==> config.mk <==
export PLATFORM = sky130hd
export DESIGN_NAME = fft_sample_loader_flat
export DESIGN_NICKNAME = d
export VERILOG_FILES = /design/src/rtl/fft_sample_loader_if.sv /design/src/rtl/fft_sample_loader.sv /design/src/flat_wrapper.sv
export SDC_FILE = /design/constraint.sdc
export NUM_CORES = 1
export LEC_CHECK = 0
export ABC_AREA = 1
export CAP_MARGIN = 20
export CORE_UTILIZATION = 49
export DETAILED_ROUTE_END_ITERATION = 7
export PLACE_DENSITY = 0.86
export SLEW_MARGIN = 20
export SYNTH_ARGS = -nofsm -noshare
export SYNTH_HDL_FRONTEND = slang
export SYNTH_SLANG_ARGS = --single-unit
==> constraint.sdc <==
create_clock -name clk -period 5 [get_ports clk]
set_clock_uncertainty 0.1 [all_clocks]
set_input_delay 0.5 -clock clk [delete_from_list [all_inputs] [get_ports clk]]
set_output_delay 0.5 -clock clk [all_outputs]
set_load 0.01 [all_outputs]
==> src/rtl/fft_sample_loader_if.sv <==
// ============================================================================
// Module   : fft_sample_loader_if
// Brief    : Sample stream (valid/ready + flush) between front end and loader.
// Revision : 1.0
// ============================================================================
`default_nettype none

interface fft_sample_loader_if #(
    parameter int N = 32
);
    logic         in_valid;
    logic         in_ready;
    logic [N-1:0] in_real;
    logic [N-1:0] in_imag;
    logic         flush;

    modport master (
        output in_valid,
        output in_real,
        output in_imag,
        output flush,
        input  in_ready
    );

    modport slave (
        input  in_valid,
        input  in_real,
        input  in_imag,
        input  flush,
        output in_ready
    );
endinterface

`default_nettype wire

==> src/rtl/fft_sample_loader.sv <==
// ============================================================================
// Module   : fft_sample_loader
// Brief    : Writes one frame of complex samples (zero-padded) into the FFT
//            input RAM pair, then holds startfft until donefft.
//            Optional macro FFT_LOADER_SCALE_EN: magnitude >> SCALE_SHIFT.
// Revision : 1.0
// ============================================================================
`default_nettype none

module fft_sample_loader #(
    parameter int N           = 32,
    parameter int Q           = 16,
    parameter int NPTS        = 512,
    parameter int AW          = 9,
    parameter int SCALE_SHIFT = 9
) (
    input  wire logic              clk,
    input  wire logic              rst,
    input  wire logic              start_load,
    fft_sample_loader_if.slave     s_if,
    output logic      [AW-1:0]     addr_fft_real,
    output logic      [AW-1:0]     addr_fft_imag,
    output logic      [N-1:0]      data_fft_real,
    output logic      [N-1:0]      data_fft_imag,
    output logic                   wren_fft,
    input  wire logic              donefft,
    output logic                   startfft,
    output logic                   done_load,
    output logic      [AW:0]       sample_count,
    output logic      [N-1:0]      clk_count_load
);

    if ((1 << AW) != NPTS || Q >= N || SCALE_SHIFT >= N) begin : g_param_check
        $error("fft_sample_loader: inconsistent parameters");
    end

    localparam logic [AW:0] C_LAST_IDX = (AW+1)'(NPTS - 1);

    typedef enum logic [2:0] {
        S_IDLE     = 3'd0,
        S_ACCEPT   = 3'd1,
        S_PAD      = 3'd2,
        S_KICK     = 3'd3,
        S_WAIT_FFT = 3'd4
    } state_t;

    state_t         state_q;
    logic           in_ready_q;
    logic           wren_q;
    logic [AW-1:0]  addr_q;
    logic [N-1:0]   data_real_q;
    logic [N-1:0]   data_imag_q;
    logic           startfft_q;
    logic           done_load_q;
    logic [AW:0]    sample_count_q;
    logic [N-1:0]   clk_count_q;

    logic [N-2:0]   mag_real_d;
    logic [N-2:0]   mag_imag_d;
    logic [N-1:0]   data_real_d;
    logic [N-1:0]   data_imag_d;

    // Sign is dropped whenever the (possibly scaled) magnitude is zero.
    always_comb begin
`ifdef FFT_LOADER_SCALE_EN
        mag_real_d = s_if.in_real[N-2:0] >> SCALE_SHIFT;
        mag_imag_d = s_if.in_imag[N-2:0] >> SCALE_SHIFT;
`else
        mag_real_d = s_if.in_real[N-2:0];
        mag_imag_d = s_if.in_imag[N-2:0];
`endif
        data_real_d = {s_if.in_real[N-1] & (|mag_real_d), mag_real_d};
        data_imag_d = {s_if.in_imag[N-1] & (|mag_imag_d), mag_imag_d};
    end

    always_ff @(posedge clk) begin
        if (rst) begin
            state_q        <= S_IDLE;
            in_ready_q     <= 1'b0;
            wren_q         <= 1'b0;
            addr_q         <= '0;
            data_real_q    <= '0;
            data_imag_q    <= '0;
            startfft_q     <= 1'b0;
            done_load_q    <= 1'b0;
            sample_count_q <= '0;
            clk_count_q    <= '0;
        end else begin
            wren_q      <= 1'b0;
            done_load_q <= 1'b0;
            if (state_q != S_IDLE) begin
                clk_count_q <= clk_count_q + 1'b1;
            end

            case (state_q)
                S_IDLE: begin
                    if (start_load) begin
                        sample_count_q <= '0;
                        clk_count_q    <= '0;
                        in_ready_q     <= 1'b1;
                        state_q        <= S_ACCEPT;
                    end
                end

                S_ACCEPT: begin
                    if (s_if.in_valid) begin
                        wren_q         <= 1'b1;
                        addr_q         <= sample_count_q[AW-1:0];
                        data_real_q    <= data_real_d;
                        data_imag_q    <= data_imag_d;
                        sample_count_q <= sample_count_q + 1'b1;
                    end
                    // A full frame wins over a simultaneous flush: nothing left to pad.
                    if (s_if.in_valid && sample_count_q == C_LAST_IDX) begin
                        in_ready_q <= 1'b0;
                        state_q    <= S_KICK;
                    end else if (s_if.flush) begin
                        in_ready_q <= 1'b0;
                        state_q    <= S_PAD;
                    end
                end

                S_PAD: begin
                    wren_q         <= 1'b1;
                    addr_q         <= sample_count_q[AW-1:0];
                    data_real_q    <= '0;
                    data_imag_q    <= '0;
                    sample_count_q <= sample_count_q + 1'b1;
                    if (sample_count_q == C_LAST_IDX) begin
                        state_q <= S_KICK;
                    end
                end

                S_KICK: begin
                    startfft_q <= 1'b1;
                    state_q    <= S_WAIT_FFT;
                end

                S_WAIT_FFT: begin
                    if (donefft) begin
                        startfft_q  <= 1'b0;
                        done_load_q <= 1'b1;
                        state_q     <= S_IDLE;
                    end
                end

                default: begin
                    state_q <= S_IDLE;
                end
            endcase
        end
    end

    assign s_if.in_ready   = in_ready_q;
    assign addr_fft_real   = addr_q;
    assign addr_fft_imag   = addr_q;
    assign data_fft_real   = data_real_q;
    assign data_fft_imag   = data_imag_q;
    assign wren_fft        = wren_q;
    assign startfft        = startfft_q;
    assign done_load       = done_load_q;
    assign sample_count    = sample_count_q;
    assign clk_count_load  = clk_count_q;

endmodule

`default_nettype wire

==> src/flat_wrapper.sv <==
// flat-port wrapper written by rule: the top's interface ports become plain ports
module fft_sample_loader_flat 
#(
    parameter int N           = 32,
    parameter int Q           = 16,
    parameter int NPTS        = 512,
    parameter int AW          = 9,
    parameter int SCALE_SHIFT = 9
)
  (clk, rst, start_load, addr_fft_real, addr_fft_imag, data_fft_real, data_fft_imag, wren_fft, donefft, startfft, done_load, sample_count, clk_count_load, s_if_in_valid, s_if_in_real, s_if_in_imag, s_if_flush, s_if_in_ready);
  fft_sample_loader_if #(.N(N)) s_if_i ();
  input  wire logic clk;
  input  wire logic rst;
  input  wire logic start_load;
  output logic      [AW-1:0] addr_fft_real;
  output logic      [AW-1:0] addr_fft_imag;
  output logic      [N-1:0] data_fft_real;
  output logic      [N-1:0] data_fft_imag;
  output logic wren_fft;
  input  wire logic donefft;
  output logic startfft;
  output logic done_load;
  output logic      [AW:0] sample_count;
  output logic      [N-1:0] clk_count_load;
  input wire logic [$bits(s_if_i.in_valid)-1:0] s_if_in_valid;
  input wire logic [$bits(s_if_i.in_real)-1:0] s_if_in_real;
  input wire logic [$bits(s_if_i.in_imag)-1:0] s_if_in_imag;
  input wire logic [$bits(s_if_i.flush)-1:0] s_if_flush;
  output wire logic [$bits(s_if_i.in_ready)-1:0] s_if_in_ready;
  assign s_if_i.in_valid = s_if_in_valid;
  assign s_if_i.in_real = s_if_in_real;
  assign s_if_i.in_imag = s_if_in_imag;
  assign s_if_i.flush = s_if_flush;
  assign s_if_in_ready = s_if_i.in_ready;
  fft_sample_loader #(.N(N), .Q(Q), .NPTS(NPTS), .AW(AW), .SCALE_SHIFT(SCALE_SHIFT)) u_core (.clk(clk), .rst(rst), .start_load(start_load), .s_if(s_if_i), .addr_fft_real(addr_fft_real), .addr_fft_imag(addr_fft_imag), .data_fft_real(data_fft_real), .data_fft_imag(data_fft_imag), .wren_fft(wren_fft), .donefft(donefft), .startfft(startfft), .done_load(done_load), .sample_count(sample_count), .clk_count_load(clk_count_load));
endmodule
# ---- Word level (Yosys, flattened, before mapping)
# Cells that the tools add are included.
dict set report totals {
  output_inout_bits 128
  elab_cells 67
  input_bits 70
  reg_bits 122
}
dict set report op_classes {
  add_sub_neg 2
  mux 27
  reduce_logical 15
  bitwise 3
  n_eq_ne 10
}
# op count
set ops {}
lappend ops {{$mux 32} 5}
lappend ops {{$pmux 32 s2} 2}
lappend ops {{$reduce_or 31->1} 2}
lappend ops {{$add 32x1->32 const B} 1}
lappend ops {{$pmux 10 s3} 1}
lappend ops {{$mux 10} 2}
lappend ops {{$pmux 9 s2} 1}
lappend ops {{$mux 3} 5}
lappend ops {{$pmux 3 s5} 1}
lappend ops {{$add 10x1->10 const B} 1}
lappend ops {{$eq 10x9->1 const B} 1}
lappend ops {{$mux 9} 1}
lappend ops {{$eq 3x2->1 const B} 2}
lappend ops {{$mux 1} 6}
lappend ops {{$ne 2x2->1 const B} 3}
lappend ops {{$pmux 1 s2} 3}
lappend ops {{$reduce_and 3->1} 2}
lappend ops {{$reduce_bool 2->1} 3}
lappend ops {{$reduce_bool 3->1} 2}
lappend ops {{$reduce_and 2->1} 2}
lappend ops {{$reduce_and 4->1} 1}
lappend ops {{$eq 3x1->1 const B} 1}
lappend ops {{$eq 3x3->1 const B} 1}
lappend ops {{$logic_not 3->1} 1}
lappend ops {{other kinds (6)} 7}

# ---- Depth between registers and ports, before layout
dict set report depth {
  depth_word 4
  ltp_mapped 11
  mapped_depth_nobuf 11
}

# ---- Worst setup path after synthesis
# Ideal clock, no wire load.
dict set report synth_path {
  path_type {reg-to-reg}
  startpoint {reg u_core.clk_count_q[0], in the netlist u_core.clk_count_load[0]}
  endpoint {reg u_core.clk_count_q[26], in the netlist u_core.clk_count_load[26]}
  n_path_buf 0
  setup_slack_ns 3.388
  setup_time_ns 0.116
  required_ns 4.784
  t_arrival_ns 1.396
  stages_incl_launch_ff 9
  period_less_slack_ns 1.612
  path_cell_list {dfxtp_1 > ha_1 > nand3_1 > inv_1 > nand2_1 > nor2_4 > nand4_1 > o21ai_0 > nand2_1}
}
dict set report synth_between {
  elab_chain_cells 4
}
# element line_no
set synth_rtl {}
lappend synth_rtl {{from (decl)} fft_sample_loader.sv:56} ;# logic [N-1:0] clk_count_q;
lappend synth_rtl {{from (signal assigned)} fft_sample_loader.sv:92} ;# clk_count_q <= clk_count_q + 1'b1;
lappend synth_rtl {{$add 32x1->32 (*)} fft_sample_loader.sv:92}
lappend synth_rtl {{$mux 32 (*)} fft_sample_loader.sv:91} ;# if (state_q != S_IDLE) begin
lappend synth_rtl {{$mux 32} fft_sample_loader.sv:97} ;# if (start_load) begin
lappend synth_rtl {{$mux 32 (*)} fft_sample_loader.sv:95} ;# case (state_q)
# Mark *: on every way between the ends. The rest lies on a longest branch, timed or not.
# A chain may end at the register's enable or synchronous reset.

==> flow_metrics.py <==
metrics = {
    "worst_hold_path": {
        "worstHoldStart": "u_core.startfft",
        "hold_depth": 2,
        "min_to": "u_core.startfft",
        "hp-class": "reg -> reg",
    },
    "final_layout": {
        "layout-area-overhead-vs-synth_pct": 43.86,
        "finalNetCount": 1007,
        "seq_area_sq_um": 2442,
        "drive_gt1_frac": 0.1023,
        "final_area_sq_um": 8273,
        "fillers": 881,
        "multiInputGateArea_sq_um": 2634,
        "diodes": 0,
        "fin_util": 0.7245,
    },
    "timing": {
        "relSlewSlack": 0.2730,
        "finalMaxSlewViolations": 0,
        "period_needed_ns": 2.597,
        "tns_ns": 0,
        "hold_viol_final": 0,
        "rsz0062_at_grt": "false",
        "fmax_ghz": 0.3851,
        "fin_crit_sh": 0.5193,
        "finalHoldWorstSlack_ns": 0.3670,
        "setup_viol": 0,
        "worst_pin_slew_ns": 1.089,
    },
    "yosys": {
        "ys_top_cells_by_count": "dfxtp_1, nand2_1, inv_1",
        "yosysMostFrequentCell": "dfxtp_1",
        "synth_top_area_cell": "dfxtp_1",
        "ys_seq_area_frac": 0.4247,
        "synth.avg_cell_area_sq_um": 7.596,
        "synth_top_cell_area_share": 0.4247,
        "synthCells": 757,
        "netlist_area_sq_um": 5751,
        "synth_area_leaders": "dfxtp_1, o31ai_2, nand3_1",
        "yosys_register_bits": 122,
        "synthFlopType": "dfxtp_1",
        "synth_edf_count": 0,
        "mappedNetlistNets": 829,
        "ys_warn_count": 0,
        "postSynth.asyncResetShare": 0,
        "ys_types": 35,
    },
    "cts": {
        "ctsHoldBuffers": 0,
        "clockRootBuffer": "clkbuf_16",
        "cts_max_level": 4,
        "cts_tree": "built",
        "insertion_delay_ns": 0.42,
        "cts_resized": 0,
        "cts_made_buffers": 17,
        "clock_tree.buffer_depth": 2,
        "cts_sinks": 122,
        "path_clk_slew_ns": 0.05,
        "postCtsSetupBuffers": 0,
    },
    "critical_path": {
        "arrival_ns": 2.84,
        "startpoint_type": "input port",
        "reg2reg_depth": 8,
        "worstSetupPathType": "in -> reg",
        "r2r_start": "u_core.state_q[2]",
        "r2r_slack_ns": 2.41,
        "cp_max_fo": 72,
        "r2r-end": "u_core.data_fft_real[0]",
        "required_ns": 5.25,
        "cp-end-kind": "flip-flop",
    },
    "floorplan": {
        "io_pins": 198,
        "num_rows": 39,
        "initial_core_util": 0.5036,
        "die_w_microns": 110.3,
        "fp.dieArea_sq_um": 12170,
        "coreArea_sq_um": 11420,
        "die_y_microns": 110.3,
    },
    "global_routing": {
        "grt_use_total": 0.2836,
        "globalRouteMet2Util": 0.4734,
        "top_usage_layer": "met2",
        "grtUsageMet3": 0.1129,
        "grt.overflow.total": 0,
        "antenna_found_initial": 0,
        "grt_pass1_wl_mm": 26.25,
        "grt_start_max_net_pins": 73,
        "use_met1": 0.3191,
        "grt_pass1_vias": 5589,
    },
    "pwr": {
        "p_leak_nw": 3.216,
        "power_mw": 3.648,
        "pwr_density_cell_nw_per_um2": 440.9,
        "worst_ir_drop_vdd_uv": 228.7,
    },
    "detailed_routing": {
        "drc": 0,
        "dr.pass1.iters": 5,
        "wl_per_cell_microns": 15.30,
        "vias_per_cell": 5.362,
        "wirelength_mm": 16.69,
        "drtIter0Drc": 431,
        "ant_nets": 0,
        "dr_total_vias": 5850,
    },
    "placement": {
        "dpl_cell_area_sq_um": 7700,
        "gp_congestion": 0.8844,
        "dpl.hpwl_mm": 11.52,
        "port_buffers": 197,
    },
    "outcome": {
        "outcome": "finished clean",
    },
    "run": {
        "max_cap_viol_count": 0,
    },
}
==> power breakdown <==
group / total, mW / switching [mW] / internal [mW]
Combinational: 1.18 / 0.650 / 0.530
Sequential: 1.28 / 0.123 / 1.16
Clock: 1.19 / 0.421 / 0.766
==> kinds of logic (layout without fill, tap and decap cells) <==
family                     after synthesis  after routing  synth area share
AOI/OAI and AO/OA                      123            123            0.1738
xor gates and xnor gates                 3              3          0.004570
adders and majority gates                2              2          0.004351
buffers and inverters                  160            351            0.1173
DFF                                    122            122            0.4247
and+or+nand+nor                        347            347            0.2752
==> through the flow <==
step | std cells | setup slack (ns)
6_report | 1091 | 2.403
2_1_floorplan | 757 | 3.388
3_5_place_dp | 1059 | 2.014
5_1_grt | 1091 | 2.230
3_3_place_gp | 1059 | 2.051
4_1_cts | 1091 | 2.388
==> worst max-delay path by stage <==
stage	end	startpoint	slack [ns]	cells after the start
finish	u_core.sample_count[3]	rst	2.40	8
global route	u_core.clk_count_load[6]	rst	2.23	8
CTS	u_core.data_fft_real[0]	u_core.state_q[2]	2.39	8
detailed placement	u_core.data_fft_real[0]	rst	2.01	6
global placement	u_core.data_fft_real[0]	rst	2.05	6
floorplan	u_core.clk_count_load[26]	u_core.clk_count_load[0]	3.39	8
==> layer usage <==
layer	vias up	wire, microns	part of all wire
li1	2854	-	-
met1	2699	6597	0.40
met2	260	8107	0.49
met3	37	1567	0.094
met4	0	421	0.025
met5	-	0	0
==> state kept, by name (all words and copies together) (netlist names) <==
signal	flops
u_core.startfft	1
u_core.clk_count_load	32
u_core.wren_fft	1
u_core.state_q	3
u_core.s_if.in_ready	1
u_core.addr_fft_imag	9
u_core.done_load	1
u_core.data_fft_real	32
u_core.data_fft_imag	32
u_core.sample_count	10
==> cells in the final DEF (no fill, tap or decap), types with 7 or more instances in the layout <==
cell,synthesis,final
nand2_1,117,117
a21oi_1,30,30
clkbuf_16,0,17
o31ai_2,39,39
o31ai_1,22,22
nand3_1,90,90
dfxtp_1,122,122
nand4_1,25,25
nor2_1,83,83
inv_2,11,11
a211oi_1,10,10
inv_1,107,107
clkdlybuf4s50_1,0,197
nor3_1,11,11
clkinv_2,0,7
o21ai_1,14,14
==> final cells by class <==
type | count | area share
clock inverter | 9 | 0.01149
multi-input combinational | 475 | 0.3184
clock buffer | 23 | 0.05777
tap | 143 | 0.02163
inverter | 118 | 0.05354
timing repair buffer | 201 | 0.2420
sequential | 122 | 0.2952
==> critical path, stage by stage <==
cell             delay (ns)
clkdlybuf4s50_1        0.40
buf_4                  0.24
inv_2                  0.10
buf_4                  0.63
nand2_2                0.27
inv_2                  0.39
o21ai_1                0.15
a21oi_1                0.13
(Power assumes the default switching activity.)
